===== src/rtl/cpu_ctrl_pkg.sv =====
// Shared definitions for the ID-stage forwarding/hazard control slice:
// operand-mux select codes, the shadow pipeline entry and mult/div latencies.
package cpu_ctrl_pkg;

   // Operand mux select codes (rs and rt paths use the same encoding)
   localparam logic [1:0] SEL_RF  = 2'b00;  // register file read data
   localparam logic [1:0] SEL_EX  = 2'b01;  // EX-stage result
   localparam logic [1:0] SEL_MEM = 2'b10;  // MEM-stage result (load data for loads)
   localparam logic [1:0] SEL_WB  = 2'b11;  // WB-stage result

   // Default busy lengths of the multi-cycle mult/div unit
   localparam int MUL_CYCLES_DEF = 4;
   localparam int DIV_CYCLES_DEF = 16;

   // One shadow-scoreboard entry: a live GPR producer travelling down the pipe
   typedef struct packed {
      logic       v;   // entry holds a producer that writes a nonzero GPR
      logic [4:0] rd;  // destination register
      logic       ld;  // producer is a load (data only available from MEM)
   } shadow_t;

endpackage : cpu_ctrl_pkg


===== src/rtl/fwd_sel_gen.sv =====
// Per-source forwarding select: picks the newest in-flight producer of the
// source register and flags a load-use conflict against the EX entry.
module fwd_sel_gen
   import cpu_ctrl_pkg::*;
(
   input  logic [4:0] src,
   input  logic       use_src,
   input  shadow_t    ex,
   input  shadow_t    mem,
   input  shadow_t    wb,
   output logic [1:0] sel,
   output logic       ld_hit
);

   logic src_live;
   logic hit_ex;
   logic hit_mem;
   logic hit_wb;

   // $0 is hard-wired zero, so it never forwards and never causes a hazard
   assign src_live = use_src & (src != 5'd0);
   assign hit_ex   = src_live & ex.v  & (ex.rd  == src);
   assign hit_mem  = src_live & mem.v & (mem.rd == src);
   assign hit_wb   = src_live & wb.v  & (wb.rd  == src);

   // Priority EX > MEM > WB so the youngest producer of the register wins
   always_comb begin
      sel = SEL_RF;
      if (hit_ex)
         sel = SEL_EX;
      else if (hit_mem)
         sel = SEL_MEM;
      else if (hit_wb)
         sel = SEL_WB;
   end

   // Load in EX has no data yet; the consumer must wait one cycle for MEM
   assign ld_hit = hit_ex & ex.ld;

endmodule : fwd_sel_gen


===== src/rtl/fwd_hazard_ctrl.sv =====
// Forwarding and hazard controller for ID-stage operand selection.
// Tracks EX/MEM/WB destination registers in a shadow scoreboard, drives the
// rs/rt operand mux selects, and stalls on load-use and busy mult/div hazards.
module fwd_hazard_ctrl
   import cpu_ctrl_pkg::*;
#(
   parameter int MUL_CYCLES = MUL_CYCLES_DEF,
   parameter int DIV_CYCLES = DIV_CYCLES_DEF
)
(
   input  logic       clk,
   input  logic       rst,
   input  logic       id_valid,
   input  logic       id_flush,
   input  logic [4:0] id_rs,
   input  logic [4:0] id_rt,
   input  logic       id_use_rs,
   input  logic       id_use_rt,
   input  logic       id_wr_en,
   input  logic [4:0] id_rd,
   input  logic       id_is_load,
   input  logic       id_md_start,
   input  logic       id_md_div,
   input  logic       id_use_hilo,
   output logic [1:0] sel_rs,
   output logic [1:0] sel_rt,
   output logic       stall,
   output logic       md_start,
   output logic       md_busy
);

   localparam logic [4:0] MUL_LOAD = 5'(MUL_CYCLES);
   localparam logic [4:0] DIV_LOAD = 5'(DIV_CYCLES);

   shadow_t    ex_reg, mem_reg, wb_reg;
   shadow_t    ex_next;
   logic [4:0] md_cnt_reg, md_cnt_next;

   logic       id_live;
   logic       load_use;
   logic       md_hazard;

   logic [4:0] src_arr [2];
   logic       use_arr [2];
   logic [1:0] sel_arr [2];
   logic       hit_arr [2];

   // A flushed ID slot behaves exactly like an empty one
   assign id_live = id_valid & ~id_flush;

   assign src_arr[0] = id_rs;
   assign src_arr[1] = id_rt;
   assign use_arr[0] = id_use_rs;
   assign use_arr[1] = id_use_rt;

   generate
      for (genvar gi = 0; gi < 2; gi++) begin : g_src
         fwd_sel_gen u_sel (
            .src     (src_arr[gi]),
            .use_src (use_arr[gi]),
            .ex      (ex_reg),
            .mem     (mem_reg),
            .wb      (wb_reg),
            .sel     (sel_arr[gi]),
            .ld_hit  (hit_arr[gi])
         );
      end
   endgenerate

   assign sel_rs = sel_arr[0];
   assign sel_rt = sel_arr[1];

   assign md_busy   = (md_cnt_reg != 5'd0);
   assign load_use  = id_live & (hit_arr[0] | hit_arr[1]);
   assign md_hazard = id_live & (id_use_hilo | id_md_start) & md_busy;
   assign stall     = load_use | md_hazard;
   // Stall gating also blocks a restart while the unit is still busy
   assign md_start  = id_live & id_md_start & ~stall;

   // Next EX entry: a real GPR producer, or a bubble when stalled/flushed/idle
   always_comb begin
      ex_next = '0;
      if (id_live && !stall && id_wr_en && (id_rd != 5'd0)) begin
         ex_next.v  = 1'b1;
         ex_next.rd = id_rd;
         ex_next.ld = id_is_load;
      end
   end

   // Mult/div busy counter: load on start, otherwise count down to zero
   always_comb begin
      md_cnt_next = md_cnt_reg;
      if (md_start)
         md_cnt_next = id_md_div ? DIV_LOAD : MUL_LOAD;
      else if (md_cnt_reg != 5'd0)
         md_cnt_next = md_cnt_reg - 5'd1;
   end

   // Shadow pipeline advance and counter update; reset aborts any operation
   always_ff @(posedge clk or posedge rst) begin
      if (rst) begin
         ex_reg     <= '0;
         mem_reg    <= '0;
         wb_reg     <= '0;
         md_cnt_reg <= 5'd0;
      end else begin
         ex_reg     <= ex_next;
         mem_reg    <= ex_reg;
         wb_reg     <= mem_reg;
         md_cnt_reg <= md_cnt_next;
      end
   end

endmodule : fwd_hazard_ctrl


===== config.mk =====
export PLATFORM = sky130hd
export DESIGN_NAME = fwd_hazard_ctrl
export DESIGN_NICKNAME = d
export VERILOG_FILES = /design/src/rtl/cpu_ctrl_pkg.sv /design/src/rtl/fwd_sel_gen.sv /design/src/rtl/fwd_hazard_ctrl.sv
export SDC_FILE = /design/constraint.sdc
export NUM_CORES = 1
export LEC_CHECK = 0
export CAP_MARGIN = 20
export CORE_MARGIN = 2
export CORE_UTILIZATION = 40
export CTS_CLUSTER_DIAMETER = 40
export DETAILED_ROUTE_END_ITERATION = 12
export MAX_ROUTING_LAYER = met4
export PLACE_DENSITY = 0.67
export SYNTH_ARGS = -nofsm -noshare
export SYNTH_HDL_FRONTEND = slang
export SYNTH_SLANG_ARGS = --single-unit

===== constraint.sdc =====
create_clock -name clk -period 4 [get_ports clk]
set_clock_uncertainty 0.05 [all_clocks]
set_input_delay 0.8 -clock clk [delete_from_list [all_inputs] [get_ports clk]]
set_output_delay 0.8 -clock clk [all_outputs]
set_load 0.005 [all_outputs]

==> reports/qor.csv, run 1 <==
metric,value,unit
outcome,"complete, no violations",
utilization,54.9,%
antenna_found_initial,0,
gp_congestion,0.894,
hold_violations,0,
dieWidth,62.7,microns
antenna_cells,0,
synth-edff-count,0,
placed_area,0.00181,sq mm
cp.required,3150,ps
synthFlopType,dfrtp_1,
grtUsageTotal,19.5,%
r2r_end,ex_reg[0],
vias,1134,
routed_via_density,5.20,
grt_busiest_layer,met2,
fin_area,0.00183,sq mm
synth.top_cell.area_share,43.5,%
initial_core_util,41.4,%
cp_max_fo,3,
fin_setup_tns,0,ps
seq_area_frac_synth,43.5,%
placementRows,21,
wirelength,3320,microns
gr-total-overflow,0,
maxCapViolCount,0,
synth_commonest_cells,"dfrtp_1, xor2_1, xnor2_1",
core_area,0.00334,sq mm
avgSynthCellArea,10.6,sq um
post-synth-top-count-cell,dfrtp_1,
use_met1,23.6,%
grt_pass1_vias,1165,
p_total,0.621,mW
htreeDepth,1,
async_flop_share,100,%
end_kind,output pin,
critical_path_arrival,3070,ps
synth.largest_area_cell,dfrtp_1,
ir_drop,0.186,mV
worstRegToRegCells,8,
synth_fp_nets,157,
syn_inst,130,
rrSetupSlack,1930,ps
layout.nets,201,
dr.pass1.iters,4,
max_slew.worst_pin.slew,866,ps
leakagePower,0.806,nW
use_met3,2.88,%
crit_end,stall,
cts.path.max_buffers,2,
grt_max_degree,25,
drc,0,
crit_path_start,id_rs[3],
synth-seq-cells,24,
syn_to_final_growth,32.8,%
root_buffer,clkbuf_4,
fp.dieH,62.7,microns
fmax,0.255,GHz
place_inst,215,
grt_pass1_wl,5780,microns
place.port_buffers,32,
fillerInstances,330,
stdcell_count,218,
critical_path_class,in2out,
post-route-period-util,98.0,%
cts_buffers,3,
io_pins,33,
ys_types,40,
syn_area,0.00138,sq mm
netlist_top_cells_area,"dfrtp_1, xor2_1, xnor2_1",
r2r-start,md_cnt_reg[0],
power_density,339,mW/mm^2
start_kind,input port,
fin_crit,3920,ps
relSlewSlack,42.2,%
cts_setup_buffers,0,
cts_tree,built,
grtUsageMet2,32.4,%
die-area,0.00394,sq mm
rsz0062_at_grt,false,
yosys_warnings,0,
ant_nets,0,
drive_above_1_share,12.2,%
hold_class,reg2reg,
clkTransAtPathRegs,120,ps
wl_per_cell,15.2,microns
drtIter0Drc,52,
setup-violations-final,0,
largest_reg_flops,7,
slew_violations,0,
hpwlAfterDp,2780,microns
clock_latency,310,ps
clock-sinks,24,
[stage by stage]
step           hold slack (ps)  worst slack (ps)
2_1_floorplan              317              1210
6_report                   406              81.7
5_1_grt                    435              2.51
3_5_place_dp               377               101
3_3_place_gp               379               121
4_1_cts                    406              92.3
[cells in the final DEF (no fill, tap or decap), types with 3 or more instances in the layout]
master,n
clkdlybuf4s50_1,32
dfrtp_1,24
xor2_1,20
xnor2_1,13
nor2_1,11
buf_4,9
nand4_1,7
inv_1,5
nor4_1,5
nand2_1,5
o21ai_0,4
clkbuf_4,3
[per-layer routing]
metal | wire, microns | up-vias
li1 | - | 552
met1 | 1450 | 537
met2 | 1610 | 39
met3 | 178 | 6
met4 | 80 | 0
met5 | 0 | -
[critical path: stages]
cell	delay [ps]
clkdlybuf4s50_1	470
or4_4	540
o21ai_0	340
nor3_2	120
o21ai_0	240
a21boi_1	100
clkdlybuf4s50_1	450
[area by class of cell]
cell class              instances  area [sq um]  area share [%]
inverters                       5          18.8            1.02
flip-flops and latches         24           601            32.8
clock buffers                   3          22.5            1.23
repair buffers                 41           388            21.2
multi-input cells              99           746            40.7
well taps                      46          57.6            3.14
[power by group]
part	leakage, nW	switching, mW	internal, mW
clock	0.0138	0.0667	0.0353
combinational	0.467	0.0992	0.116
sequential	0.325	0.0284	0.275
total	0.806	0.194	0.426
[worst min path at each step]
stage | startpoint | to | slack (ps) | depth (start not counted)
4_1_cts | mem_reg[1] | wb_reg[1] | 410 | 0
3_5_place_dp | mem_reg[1] | wb_reg[1] | 380 | 0
5_1_grt | mem_reg[6] | wb_reg[6] | 430 | 0
2_1_floorplan | mem_reg[6] | wb_reg[6] | 320 | 0
6_report | mem_reg[1] | wb_reg[1] | 410 | 0
3_3_place_gp | mem_reg[1] | wb_reg[1] | 380 | 0
[cell families (layout without fill, tap and decap cells)]
family	count (synthesis)	in the layout	synth area share [%]
AO/OA/AOI/OAI	17	17	10.1
XOR/XNOR	33	33	20.9
adder cells (fa/ha/maj)	1	1	0.906
buffers and inverters	7	49	2.45
flip-flops	24	24	43.5
AND/OR/NAND/NOR	48	48	22.1
[what timing repair did]
item | in CTS | in global routing
resized for setup | 0 | 0
endpoints found under the setup margin | 0 | 1
hold buffers | 0 | 0
Note: power is estimated with default switching activity, not from simulation.
==> inputs of run 2 (changes only) <==
--- a/config.mk
+++ b/config.mk
@@ -10,8 +10,10 @@
 export CORE_UTILIZATION = 40
 export CTS_CLUSTER_DIAMETER = 40
 export DETAILED_ROUTE_END_ITERATION = 12
+export GPL_TIMING_DRIVEN = 0
 export MAX_ROUTING_LAYER = met4
 export PLACE_DENSITY = 0.67
+export SETUP_SLACK_MARGIN = 0.05
 export SYNTH_ARGS = -nofsm -noshare
 export SYNTH_HDL_FRONTEND = slang
 export SYNTH_SLANG_ARGS = --single-unit
==> reports/qor.csv, run 2 (same netlist as run 1, synthesis figures left out) <==
metric,value,unit,change
cp_max_fo,9,,+6
start_kind,input port,,
die-area,0.00394,sq mm,unchanged
power_density,350,mW/mm^2,+3.3%
layout.nets,194,,-3.5%
vias,1114,,-1.8%
hold_class,reg2reg,,
dp_slack,-70.9,ps,-171 ps
grt_pass1_vias,1199,,+2.9%
final_cell_mix,"clkdlybuf4s50_1, dfrtp_1, xor2_1, xnor2_1, nor2_1",,
fp.dieH,62.7,microns,unchanged
drive_above_1_share,9.64,%,-2.6 points
multiInputGateArea,762,sq um,+2.2%
fmax,0.260,GHz,+1.9%
largest_reg_flops,7,,unchanged
max_slew.worst_pin.slew,864,ps,-1.83 ps
clkTransAtPathRegs,120,ps,about the same
gr-total-overflow,0,,unchanged
hold_violations,0,,unchanged
leakagePower,0.817,nW,+1.4%
place.port_buffers,32,,unchanged
core_area,0.00334,sq mm,unchanged
slew_violations,0,,unchanged
clock_latency,310,ps,about the same
ir_drop,0.124,mV,-34%
setup-violations-final,0,,unchanged
maxCapViolCount,0,,unchanged
grt_busiest_layer,met2,,
routed_via_density,5.25,,+1.0%
wl_per_cell,15.0,microns,-1.7%
use_met3,1.98,%,-0.90 points
grtUsageMet2,32.3,%,-0.13 points
outcome,"complete, no violations",,
cts_setup_buffers,0,,unchanged
cp.required,3150,ps,about the same
fin_ws,155,ps,+73.8 ps
io_pins,33,,unchanged
use_met1,22.0,%,-1.6 points
antenna_found_initial,0,,unchanged
cts_buffers,3,,unchanged
post-route-period-util,96.1,%,-1.8 points
dr.pass1.iters,4,,unchanged
critical_path_arrival,2990,ps,-80 ps
fin_crit,3840,ps,-73.8 ps
initial_core_util,41.4,%,unchanged
grt_max_degree,25,,unchanged
root_buffer,clkbuf_4,,
drc,0,,unchanged
clock-sinks,24,,unchanged
end_kind,output pin,,
placementRows,21,,unchanged
critical_path_class,in2out,,
layout_commonest_cell,clkdlybuf4s50_1,,
cts_tree,built,,
syn_to_final_growth,31.6,%,
ant_nets,0,,unchanged
grt_pass1_wl,5600,microns,-3.2%
grtUsageTotal,18.6,%,-0.96 points
rsz0062_at_grt,true,,
hpwlAfterDp,2570,microns,-7.8%
htreeDepth,1,,unchanged
cts.path.max_buffers,2,,unchanged
p_total,0.635,mW,+2.3%
regArea,601,sq um,unchanged
gp_congestion,0.870,,-2.7%
dieWidth,62.7,microns,unchanged
wirelength,3170,microns,-4.4%
fillerInstances,315,,-4.5%
hold_slack,390,ps,-15.6 ps
relSlewSlack,42.3,%,+0.12 points
drtIter0Drc,47,,-9.6%
antenna_cells,0,,unchanged
[run 2: cell count changes in the layout (fill, tap and decap cells not counted), sizes merged]
| cell | delta |
|---|---|
| buf | -7 |
| clkdlybuf4s50 | -5 |
| dlymetal6s2s | +3 |
| dlygate4sd2 | +2 |
| clkbuf | +1 |
[run 2: metal layers]
layer  share of wire (%)  routed length [microns]
met1                  43                     1380
met3                 5.1                      162
met2                  49                     1550
met5                   0                        0
met4                 2.7                       85
[run 2: timing repair]
action	4_1_cts	5_1_grt
hold buffers	0	0
setup endpoints to repair	1	3
pin swaps	1	0
gates resized for setup	3	8
[run 2: power breakdown]
part / leakage, nW / internal, mW / switching [mW]
registers: 0.325 / 0.275 / 0.0257
clock network: 0.0210 / 0.0556 / 0.0677
logic: 0.471 / 0.111 / 0.100
total: 0.817 / 0.441 / 0.194
[run 2: worst paths after layout]
kind | start | to | depth (start not counted) | slack, ps
hold / removal | mem_reg[6] | wb_reg[6] | 0 | 390
hold reg to reg | mem_reg[6] | wb_reg[6] | 0 | 390
max in group asynchronous | rst | mem_reg[4] | 2 | 2470
setup reg to reg | md_cnt_reg[0] | ex_reg[0] | 8 | 1920
setup / recovery | id_rt[0] | md_start | 8 | 160
min in group asynchronous | rst | mem_reg[5] | 2 | 900
[run 2: critical path: stages]
cell and delay [ps]:
clkdlybuf4s50_1 540, nor4_2 390, a211oi_1 120, and4b_2 240, o21a_1 180, buf_6 140
nor2_1 80, clkdlybuf4s50_1 500
[run 2: metrics by stage]
step	setup TNS [ps]	utilization (%)	instance area (sq um)	std cells
finish	0	54.4	1820	212
global route	0	54.4	1820	212
CTS	0	53.7	1790	212
detailed placement	-70.9	52.7	1760	208
global placement	-66.1	52.7	1760	208
floorplan	0	-	1380	130
[run 2: cell type report]
cell class / count / share of cell area (%)
Buffer: 2 / 0.827
Clock buffer: 4 / 2.00
Inverter: 5 / 1.03
Multi-Input combinational cell: 99 / 42.0
Sequential cell: 24 / 33.1
Tap cell: 46 / 3.17
Timing Repair Buffer: 32 / 17.9
==> inputs of run 3 (changes only) <==
--- a/config.mk
+++ b/config.mk
@@ -6,13 +6,15 @@
 export NUM_CORES = 1
 export LEC_CHECK = 0
 export CAP_MARGIN = 20
+export CORE_ASPECT_RATIO = 0.8
 export CORE_MARGIN = 2
 export CORE_UTILIZATION = 40
 export CTS_CLUSTER_DIAMETER = 40
 export DETAILED_ROUTE_END_ITERATION = 12
+export DONT_BUFFER_PORTS = 1
+export GPL_ROUTABILITY_DRIVEN = 0
 export GPL_TIMING_DRIVEN = 0
 export MAX_ROUTING_LAYER = met4
-export PLACE_DENSITY = 0.67
 export SETUP_SLACK_MARGIN = 0.05
 export SYNTH_ARGS = -nofsm -noshare
 export SYNTH_HDL_FRONTEND = slang
==> reports/qor.csv, run 3 (same netlist as run 1, synthesis figures left out) <==
metric,value,unit,change
drive_above_1_share,10.4,%,+0.81 points
critical_path_class,in2out,,
setup-violations-final,0,,unchanged
drc,0,,unchanged
io_pins,33,,unchanged
ir_drop,0.190,mV,+54%
relSlewSlack,39.1,%,-3.2 points
antenna_found_initial,0,,unchanged
fin_crit,3020,ps,-828 ps
die-area,0.00394,sq mm,about the same
rrSetupSlack,1900,ps,-20 ps
dr.pass1.iters,4,,unchanged
syn_to_final_growth,7.80,%,
fin_setup_tns,0,ps,unchanged
layout_commonest_cell,dfrtp_1,,
largest_reg_flops,7,,unchanged
wirelength,2990,microns,-5.6%
clkTransAtPathRegs,80,ps,-40 ps
dieWidth,69.7,microns,+11%
start_kind,input port,,
ant_nets,0,,unchanged
crit_chain,"or4_4, o21ai_0, nor3_2, o21ai_0, a21boi_1",,
final_cell_mix,"dfrtp_1, xor2_1, xnor2_1, nor2_1, nand4_1",,
cts_resized,0,,-3
layout.nets,162,,-16%
clock_latency,260,ps,-50 ps
critical_path.max_stage_delay,530,ps,about the same
gr-total-overflow,0,,unchanged
grt_pass1_wl,5080,microns,-9.2%
maxCapViolCount,0,,unchanged
cp_max_fo,4,,-5
grt_pass1_vias,997,,-17%
stdcell_count,176,,-17%
hold_class,reg2reg,,
core_area,0.00338,sq mm,+1.2%
cts.hold.buffers_added,0,,unchanged
power_density,427,mW/mm^2,+22%
routed_via_density,5.45,,+3.7%
place_inst,172,,-17%
cp_common_cell,o21ai_0,,
antenna_cells,0,,unchanged
max_slew.worst_pin.slew,912,ps,+47.8 ps
slew_violations,0,,unchanged
rsz0062_at_grt,false,,
post-route-period-util,75.4,%,-21 points
htreeDepth,1,,unchanged
p_total,0.635,mW,about the same
outcome,"complete, no violations",,
drtIter0Drc,23,,-51%
placementRows,19,,-9.5%
cts.path.max_buffers,2,,unchanged
initial_core_util,40.9,%,-0.48 points
fillerInstances,340,,+7.9%
path_buf_inv,0,,-3
cp.required,3150,ps,about the same
fp.dieH,56.5,microns,-9.9%
vias,959,,-14%
cts_tree,built,,
place.port_buffers,0,,-100%
cts_setup_buffers,0,,unchanged
wl_per_cell,17.0,microns,+14%
grtUsageTotal,16.8,%,-1.7 points
hpwlAfterDp,2460,microns,-4.2%
leakagePower,0.662,nW,-19%
grt_max_degree,25,,unchanged
root_buffer,clkbuf_8,,
fmax,0.331,GHz,+27%
clock-sinks,24,,unchanged
cp_slowest_cell,or4_4,,
hold_violations,0,,unchanged
cts_buffers,3,,unchanged
hold_slack,371,ps,-18.6 ps
critical_path_arrival,2170,ps,-820 ps
critical-path-top-delay-family,compound AO/OA/AOI/OAI gates,,
end_kind,output pin,,
run 3: cell types whose count changed in the layout (fill, tap and decap cells not counted), moves of 2 or more:
cell	previous run	this run
clkbuf_4	3	0
clkbuf_8	1	4
clkdlybuf4s50_1	27	0
dlygate4sd2_1	2	0
dlymetal6s2s_1	3	0
o21ai_0	2	4
run 3: stage by stage:
step                      setup slack [ps]  cell area [sq um]  utilization (%)
after floorplan                       1210               1380                -
after global placement                 982               1430             42.4
after detailed placement               995               1430             42.4
after CTS                              982               1490             44.1
after global routing                   874               1490             44.1
final                                  983               1490             44.1
run 3: area by class of cell:
class	count	area (sq um)	share of cell area, %
Buffer	2	15.0	1.01
Inverter	5	18.8	1.26
Sequential cell	24	601	40.4
Clock buffer	4	55.1	3.70
Tap cell	42	52.6	3.53
Multi-Input combinational cell	99	746	50.1
run 3: power by group:
group          internal [mW]  total, mW  switching (mW)
clock                 0.0878      0.165          0.0770
combinational         0.0824      0.169          0.0865
sequential             0.275      0.301          0.0262
total                  0.445      0.635           0.190
run 3: layer usage:
metal / part of all wire (%) / vias up / GRT usage [%]
li1: - / 478 / -
met3: 5.7 / 2 / 3.95
met4: 0.80 / 0 / 3.30
met1: 47 / 455 / 23.1
met5: 0 / - / -
met2: 46 / 24 / 26.0
run 3: path summary, 6_finish.rpt:
path | startpoint | endpoint | depth (start not counted)
setup / recovery | id_rs[0] | stall | 5
hold / removal | mem_reg[6] | wb_reg[6] | 0
setup reg to reg | md_cnt_reg[0] | ex_reg[0] | 8
hold reg to reg | mem_reg[6] | wb_reg[6] | 0
max in group asynchronous | rst | md_cnt_reg[4] | 1
min in group asynchronous | rst | wb_reg[4] | 1
run 3: worst reg2reg max path: cells and delay by family, from the launching register on:
family          cells  cell delay [ps]
flops               1              390
buf+inv             2              220
fa+ha+maj           1              190
compound gates      2              360
simple gates        3              820
